--- src/rtl/iter_sequencer_if.sv ---
// Handshake and control bundle between the escape-time sequencer and its
// surroundings: the coordinate mapper, the iteration datapath and the output queue.
interface iter_sequencer_if #(
  parameter int NUM_STAGES = 2,
  parameter int ITER_W     = 8,
  parameter int PIX_W      = 19
);
  logic                  start;
  logic                  escaped;
  logic                  out_ready;
  logic                  init;
  logic                  en_pixel_map;
  logic [NUM_STAGES-1:0] stage_en;
  logic                  out_valid;
  logic [ITER_W-1:0]     out_iter;
  logic                  out_escaped;
  logic [PIX_W-1:0]      out_pixel;
  logic                  busy;
  logic                  frame_done;

  // The sequencer side drives the enables and the result.
  modport master (
    input  start, escaped, out_ready,
    output init, en_pixel_map, stage_en, out_valid, out_iter,
           out_escaped, out_pixel, busy, frame_done
  );

  // The environment side drives the frame start, escape flag and result ready.
  modport slave (
    output start, escaped, out_ready,
    input  init, en_pixel_map, stage_en, out_valid, out_iter,
           out_escaped, out_pixel, busy, frame_done
  );
endinterface

--- src/rtl/iter_sequencer.sv ---
// Per-pixel controller for the Mandelbrot escape-time datapath: init, NUM_STAGES
// calc stages per iteration, escape/limit check, then a valid/ready result.
module iter_sequencer #(
  parameter int NUM_STAGES = 2,
  parameter int ITER_W     = 8,
  parameter int MAX_ITER   = 255,
  parameter int PIX_W      = 19,
  parameter int NUM_PIXELS = 307200
) (
  input  logic          clk,
  input  logic          rst,
  iter_sequencer_if.master bus
);
  localparam int IDX_W = (NUM_STAGES > 1) ? $clog2(NUM_STAGES) : 1;
  localparam logic [IDX_W-1:0]  LAST_IDX = IDX_W'(NUM_STAGES - 1);
  localparam logic [ITER_W-1:0] ITER_LIM = ITER_W'(MAX_ITER);
  localparam logic [PIX_W-1:0]  LAST_PIX = PIX_W'(NUM_PIXELS - 1);

  typedef enum logic [2:0] {
    IDLE  = 3'd0,
    INIT  = 3'd1,
    STAGE = 3'd2,
    CHECK = 3'd3,
    EMIT  = 3'd4
  } state_t;

  state_t            state_reg;
  logic [IDX_W-1:0]  idx_reg;
  logic [ITER_W-1:0] iter_reg;
  logic [ITER_W-1:0] out_iter_reg;
  logic [PIX_W-1:0]  pixel_reg;
  logic [PIX_W-1:0]  out_pixel_reg;
  logic              out_escaped_reg;
  logic              frame_done_reg;
  logic [ITER_W-1:0] iter_next;

  // Cannot wrap: MAX_ITER fits in ITER_W and the limit test stops at MAX_ITER.
  assign iter_next = iter_reg + 1'b1;

  always_ff @(posedge clk) begin
    if (!rst) begin
      state_reg       <= IDLE;
      idx_reg         <= '0;
      iter_reg        <= '0;
      pixel_reg       <= '0;
      out_iter_reg    <= '0;
      out_escaped_reg <= 1'b0;
      out_pixel_reg   <= '0;
      frame_done_reg  <= 1'b0;
    end else begin
      frame_done_reg <= 1'b0;
      case (state_reg)
        IDLE: begin
          if (bus.start) begin
            pixel_reg <= '0;
            state_reg <= INIT;
          end
        end
        INIT: begin
          iter_reg  <= '0;
          idx_reg   <= '0;
          state_reg <= STAGE;
        end
        STAGE: begin
          if (idx_reg == LAST_IDX) begin
            state_reg <= CHECK;
          end else begin
            idx_reg <= idx_reg + 1'b1;
          end
        end
        CHECK: begin
          // Escape takes priority so a final-iteration escape still reports escaped.
          if (bus.escaped) begin
            out_iter_reg    <= iter_next;
            out_escaped_reg <= 1'b1;
            out_pixel_reg   <= pixel_reg;
            state_reg       <= EMIT;
          end else if (iter_next == ITER_LIM) begin
            out_iter_reg    <= ITER_LIM;
            out_escaped_reg <= 1'b0;
            out_pixel_reg   <= pixel_reg;
            state_reg       <= EMIT;
          end else begin
            iter_reg  <= iter_next;
            idx_reg   <= '0;
            state_reg <= STAGE;
          end
        end
        EMIT: begin
          if (bus.out_ready) begin
            if (pixel_reg == LAST_PIX) begin
              pixel_reg      <= '0;
              frame_done_reg <= 1'b1;
              state_reg      <= IDLE;
            end else begin
              pixel_reg <= pixel_reg + 1'b1;
              state_reg <= INIT;
            end
          end
        end
        default: state_reg <= IDLE;
      endcase
    end
  end

  assign bus.init         = (state_reg == INIT);
  assign bus.en_pixel_map = (state_reg == INIT);
  assign bus.out_valid    = (state_reg == EMIT);
  assign bus.busy         = (state_reg != IDLE);
  assign bus.out_iter     = out_iter_reg;
  assign bus.out_escaped  = out_escaped_reg;
  assign bus.out_pixel    = out_pixel_reg;
  assign bus.frame_done   = frame_done_reg;

  // One-hot stage enable, one decoder bit per calc stage.
  genvar gi;
  generate
    for (gi = 0; gi < NUM_STAGES; gi++) begin : g_stage_en
      assign bus.stage_en[gi] = (state_reg == STAGE) && (idx_reg == IDX_W'(gi));
    end
  endgenerate
endmodule

--- src/flat_wrapper.sv ---
// flat-port wrapper written by rule: the top's interface ports become plain ports
module iter_sequencer_flat 
#(
  parameter int NUM_STAGES = 2,
  parameter int ITER_W     = 8,
  parameter int MAX_ITER   = 255,
  parameter int PIX_W      = 19,
  parameter int NUM_PIXELS = 307200
)
  (clk, rst, bus_start, bus_escaped, bus_out_ready, bus_init, bus_en_pixel_map, bus_stage_en, bus_out_valid, bus_out_iter, bus_out_escaped, bus_out_pixel, bus_busy, bus_frame_done);
  iter_sequencer_if #(.NUM_STAGES(NUM_STAGES), .ITER_W(ITER_W), .PIX_W(PIX_W)) bus_i ();
  input  logic clk;
  input  logic rst;
  input wire logic [$bits(bus_i.start)-1:0] bus_start;
  input wire logic [$bits(bus_i.escaped)-1:0] bus_escaped;
  input wire logic [$bits(bus_i.out_ready)-1:0] bus_out_ready;
  output wire logic [$bits(bus_i.init)-1:0] bus_init;
  output wire logic [$bits(bus_i.en_pixel_map)-1:0] bus_en_pixel_map;
  output wire logic [$bits(bus_i.stage_en)-1:0] bus_stage_en;
  output wire logic [$bits(bus_i.out_valid)-1:0] bus_out_valid;
  output wire logic [$bits(bus_i.out_iter)-1:0] bus_out_iter;
  output wire logic [$bits(bus_i.out_escaped)-1:0] bus_out_escaped;
  output wire logic [$bits(bus_i.out_pixel)-1:0] bus_out_pixel;
  output wire logic [$bits(bus_i.busy)-1:0] bus_busy;
  output wire logic [$bits(bus_i.frame_done)-1:0] bus_frame_done;
  assign bus_i.start = bus_start;
  assign bus_i.escaped = bus_escaped;
  assign bus_i.out_ready = bus_out_ready;
  assign bus_init = bus_i.init;
  assign bus_en_pixel_map = bus_i.en_pixel_map;
  assign bus_stage_en = bus_i.stage_en;
  assign bus_out_valid = bus_i.out_valid;
  assign bus_out_iter = bus_i.out_iter;
  assign bus_out_escaped = bus_i.out_escaped;
  assign bus_out_pixel = bus_i.out_pixel;
  assign bus_busy = bus_i.busy;
  assign bus_frame_done = bus_i.frame_done;
  iter_sequencer #(.NUM_STAGES(NUM_STAGES), .ITER_W(ITER_W), .MAX_ITER(MAX_ITER), .PIX_W(PIX_W), .NUM_PIXELS(NUM_PIXELS)) u_core (.clk(clk), .rst(rst), .bus(bus_i));
endmodule
--- config.mk ---
export PLATFORM = sky130hd
export DESIGN_NAME = iter_sequencer_flat
export DESIGN_NICKNAME = d
export VERILOG_FILES = /design/src/rtl/iter_sequencer_if.sv /design/src/rtl/iter_sequencer.sv /design/src/flat_wrapper.sv
export SDC_FILE = /design/constraint.sdc
export NUM_CORES = 1
export LEC_CHECK = 0
export ABC_AREA = 1
export CAP_MARGIN = 5
export CORE_MARGIN = 4
export CORE_UTILIZATION = 49
export DETAILED_ROUTE_END_ITERATION = 8
export GPL_TIMING_DRIVEN = 0
export HOLD_SLACK_MARGIN = 0.06
export PLACE_DENSITY = 0.85
export REMOVE_ABC_BUFFERS = 1
export SYNTH_ARGS = -nofsm -noshare
export SYNTH_HDL_FRONTEND = slang
export SYNTH_SLANG_ARGS = --single-unit
export TNS_END_PERCENT = 100
--- constraint.sdc ---
create_clock -name clk -period 1.6 [get_ports clk]
set_input_delay 0.32 -clock clk [delete_from_list [all_inputs] [get_ports clk]]
set_output_delay 0.32 -clock clk [all_outputs]
set_load 0.01 [all_outputs]
# == Word level (Yosys, flattened, before mapping) ==
# Cells that the tools add are included.
# classes
bitwise_logic,1
n_eq_ne,11
addsub,3
mux,25
n_reduce_logical,14
# ops
cell,count
$mux 19,5
$pmux 19 s2,1
$mux 8,4
$add 19x1->19 const B,1
$eq 19x19->1 const B,1
$pmux 8 s2,1
$mux 3,5
$pmux 3 s5,1
$reduce_and 3->1,5
$add 8x1->8 const B,1
$eq 8x8->1 const B,1
$ne 2x2->1 const B,4
$mux 1,7
$eq 3x2->1 const B,2
$reduce_bool 2->1,3
$reduce_bool 3->1,2
$eq 3x1->1 const B,1
$eq 3x3->1 const B,1
$logic_not 3->1,1
$pmux 1 s3,1
$logic_and 1x1->1,2
$ne 2x1->1 const B,1
$reduce_and 2->1,1
$add 1x1->1 const B,1
$not 1->1,1
# word_totals
register_bits,60
inputBits,5
wordCells,62

# == Logic depth before layout (Yosys ltp) ==
# depth
depth_word,5
mapped_depth,13
ltp_nobuf,12

# == Worst setup path before layout ==
# OpenSTA, ideal clock, no wires.
# synth_timing
kind,reg2reg
start,register u_core.iter_reg[1]
end,register u_core.out_pixel_reg[12] (netlist: u_core.bus.out_pixel[12])
arrival_ns,1.610
stages_incl_launch_ff,12
setup_ns,0.116
period_less_slack_ns,1.726
slack_ns,-0.126
cell_sequence,dfxtp_1 -> ha_1 -> nand3_2 -> o21bai_2 -> nand2_1 -> nor2_4 -> nand3_4 -> nand2_2 -> nand2_4 -> buf_6 -> o21ai_0 -> nor2_1
# synth_via
elab_chain_len,4
# synth_lines
item,line,rtl
"start, declared",iter_sequencer.sv:29,logic [ITER_W-1:0] iter_reg;
"start signal, assigned",iter_sequencer.sv:84,iter_reg <= iter_next;
$add 8x1->8,iter_sequencer.sv:38,assign iter_next = iter_reg + 1'b1;
$eq 8x8->1,iter_sequencer.sv:78,end else if (iter_next == ITER_LIM) begin
$reduce_bool 2->1 (no source line),--,
$reduce_and 2->1 (no source line),--,
"end signal, assigned",iter_sequencer.sv:76,out_pixel_reg <= pixel_reg;
"end signal, assigned",iter_sequencer.sv:81,out_pixel_reg <= pixel_reg;
"end, declared",iter_sequencer.sv:32,logic [PIX_W-1:0] out_pixel_reg;
# Every way passes these cells.
# A chain may end at the register's enable or synchronous reset.

# == Worst setup path in the final report ==
# layout_timing
start,register u_core.iter_reg[1]
end,register u_core.out_pixel_reg[14] (netlist: u_core.bus.out_pixel[14])
# Same word-level chain as after synthesis.

==> summary.txt <==
Outcome
  – Status: finished, violations left
  – Failing checks: negative setup slack

Place
  – PortBufs: 39
  – Pre-CTS WS: -1.06 ns
  – HPWL after DPL: 4.27 mm
  – Final GP Congestion: 0.865
  – Post-DP Area: 0.00317 sq mm

Routing
  – Antenna-violating nets left: 0
  – Iter 0 DRT Violations: 399
  – DR WL/cell: 21.4 um
  – Total Routed Length: 11.6 mm
  – WL met1: 4.10 mm
  – Vias: 3314
  – Drt pass-1 iters: 6
  – Drt via density: 6.13
  – Top layer in use: met4
  – Met3 wire len: 1.06 mm
  – DR WL met2: 5.50 mm
  – Post-route DRC violation count: 0

Yosys
  – Synth unique cells: 37
  – Yosys warning total: 0
  – FF+latch count, synth: 60
  – Sequential share of the synthesized area: 0.431
  – Syn avg cell area: 7.42 sq um
  – Post-Syn Area: 0.00279 sq mm
  – Syn Inst Count: 376

Power and ir drop
  – Clk pwr share: 0.367
  – Lkg Pwr: 1.77 nW
  – Power after layout: 3.96 mW
  – Int Power: 2.71 mW
  – Logic pwr share: 0.222
  – Switching part of the total power: 0.315
  – Sw power: 1.25 mW
  – VDD IR max: 0.939 mV
  – P per Cell Area: 887 mW/mm^2
  – Sequential power share: 0.411

Clock network
  – # clock sinks: 60
  – Clock latency at the later pin of the worst-skew pair: 0.36 ns
  – CTS tree: yes
  – CTS Buf Count: 9
  – CTS max path bufs: 2
  – H-tree depth: 3
  – Reg clk slew, reported paths: 0.08 ns
  – Root Buffer: clkbuf_8
  – Cts-stage hold buffer count: 0

Timing
  – Final hold vios: 0
  – Final worst slack: -0.293 ns
  – Final Cycle Share: 1.18
  – Setup skew after layout: 0.0158 ns
  – Slew headroom: 0.503
  – WHS: 0.483 ns
  – Final setup viols: 61
  – Slew @ Worst Pin: 0.745 ns
  – RSZ-0062 raised after global routing: true
  – Setup_tns: -10.99 ns
  – Fin. max-slew vios: 0
  – Max Fclk: 528 MHz
  – Min Tclk post-route: 1.89 ns

Floorplanning
  – IO Pins: 40
  – Die height: 83.4 um
  – Core area: 0.00551 sq mm
  – Die area: 0.00696 sq mm
  – Starting density of the core: 0.506
  – Row Count: 27
  – Die W: 83.4 um

Cells and area
  – Share of layout cells above drive strength 1: 0.467
  – Commonest cells after routing, fill and taps aside: nor2_1 (52), dfxtp_1 (44), buf_4 (36), nand2_1 (31), inv_1 (30)
  – Diode count: 0
  – Fillers: 287
  – Layout area overhead: 60.2%
  – Post-layout nets: 472
  – Commonest non-fill, non-tap cell in the layout: nor2_1
  – Finished Cell Area: 0.00447 sq mm

Global routing
  – First-pass GRT wire length: 14.1 mm
  – Via count of the first global-routing pass: 3000
  – Remaining Overflow, GRT: 0
  – Initial antenna violation count: 0
  – GRT Util Overall: 0.253
  – Largest net degree at the start of global routing: 30

Run
  – Max-Cap Viols: 0

Worst setup path
  – Crit Path Category: reg2reg
  – Crit path launch type: flop
  – CP max FO: 8
  – Worst Setup End Kind: flop
  – Worst Path Arrival: 2.17 ns
  – CP required: 1.88 ns

Min path
  – Worst Hold Class: reg2reg
routing by layer:
metal	global-route usage	vias to the layer above
met5	0	-
met4	0.192	0
met3	0.0476	101
met2	0.429	295
met1	0.278	1518
li1	-	1400
synthesized netlist by cell type:
cell	number	share of area
buf_4	4	0.011
nand3b_1	1	0.0027
nor2_2	5	0.011
nor3_1	8	0.014
nor2_4	3	0.012
o21bai_2	1	0.0040
o21bai_1	1	0.0027
or2_2	1	0.0022
xnor2_1	2	0.0063
a211oi_1	1	0.0027
clkbuf_1	4	0.0054
nand3_4	1	0.0063
nand2_2	3	0.0067
a21oi_2	1	0.0031
inv_1	34	0.046
inv_8	1	0.0040
nor3_4	1	0.0058
buf_8	2	0.011
ha_1	3	0.013
buf_6	2	0.0081
nand3_2	3	0.011
dfxtp_1	60	0.43
nor3_2	1	0.0036
inv_2	4	0.0054
o221ai_1	1	0.0031
nand2_4	1	0.0040
o31ai_1	1	0.0027
nor2_1	86	0.12
nand4_1	14	0.031
clkinv_1	2	0.0027
o21ai_0	17	0.031
nand3_1	21	0.038
xor2_1	8	0.025
a21oi_1	15	0.027
a31oi_1	1	0.0022
nand2_1	50	0.067
o21ai_1	12	0.022
cells by family after synthesis:
| family | share of synthesized area |
|---|---|
| buffers and inverters | 0.0929 |
| AOI/OAI and AO/OA | 0.0996 |
| and+or+nand+nor | 0.332 |
| DFF | 0.431 |
| adders and majority gates | 0.0135 |
| xor gates and xnor gates | 0.0314 |
through the flow:
stage | util | instances
finish | 0.811 | 541
global placement | 0.576 | 475
global route | 0.811 | 541
CTS | 0.725 | 521
detailed placement | 0.576 | 475
floorplan | - | 364
path summary, 6_finish.rpt:
path                              end  cells after the start  slack (ns)                   start
min reg2reg    u_core.bus.out_iter[6]                      2        0.48  u_core.bus.out_iter[6]
max reg2reg  u_core.bus.out_pixel[14]                     12       -0.29      u_core.iter_reg[1]
max          u_core.bus.out_pixel[14]                     12       -0.29      u_core.iter_reg[1]
min            u_core.bus.out_iter[6]                      2        0.48  u_core.bus.out_iter[6]
power by group through the flow:
stage / logic [mW] / registers [mW] / clock network (mW)
global route: 0.928 / 1.63 / 1.54
floorplan: 0.281 / 1.64 / 0
global placement: 0.492 / 1.63 / 0
detailed placement: 0.505 / 1.63 / 0
finish: 0.880 / 1.63 / 1.45
CTS: 0.680 / 1.60 / 1.40
worst max-delay path, cell delays in order, from the launching register on:
cell and delay (ns):
dfxtp_4 0.37, ha_4 0.18, nand2_4 0.08, inv_4 0.04
nor2_4 0.09, nand3_2 0.09, nor2_4 0.15, nand3_4 0.13
nand2_8 0.13, nand2_8 0.20, inv_16 0.13, nor2_2 0.04
nor2_1 0.17
layout make-up:
cell class | instances | area (sq um) | area share
multi-input cells | 267 | 1970 | 0.441
flip-flops and latches | 60 | 1230 | 0.276
repair buffers | 81 | 727 | 0.163
inverters | 41 | 194 | 0.0434
clock buffers | 12 | 155 | 0.0347
well taps | 72 | 90.1 | 0.0202
repair inverters | 4 | 51.3 | 0.0115
clock inverters | 4 | 47.5 | 0.0106
what timing repair did:
| action | in CTS | in global routing |
|---|---|---|
| gates resized for setup | 121 | 99 |
| pin swaps | 38 | 42 |
| buffers inserted | 22 | 22 |
| cloned | 8 | 0 |
| endpoints found under the setup margin | 66 | 67 |
No activity file was read; power rests on OpenSTA's default activity.
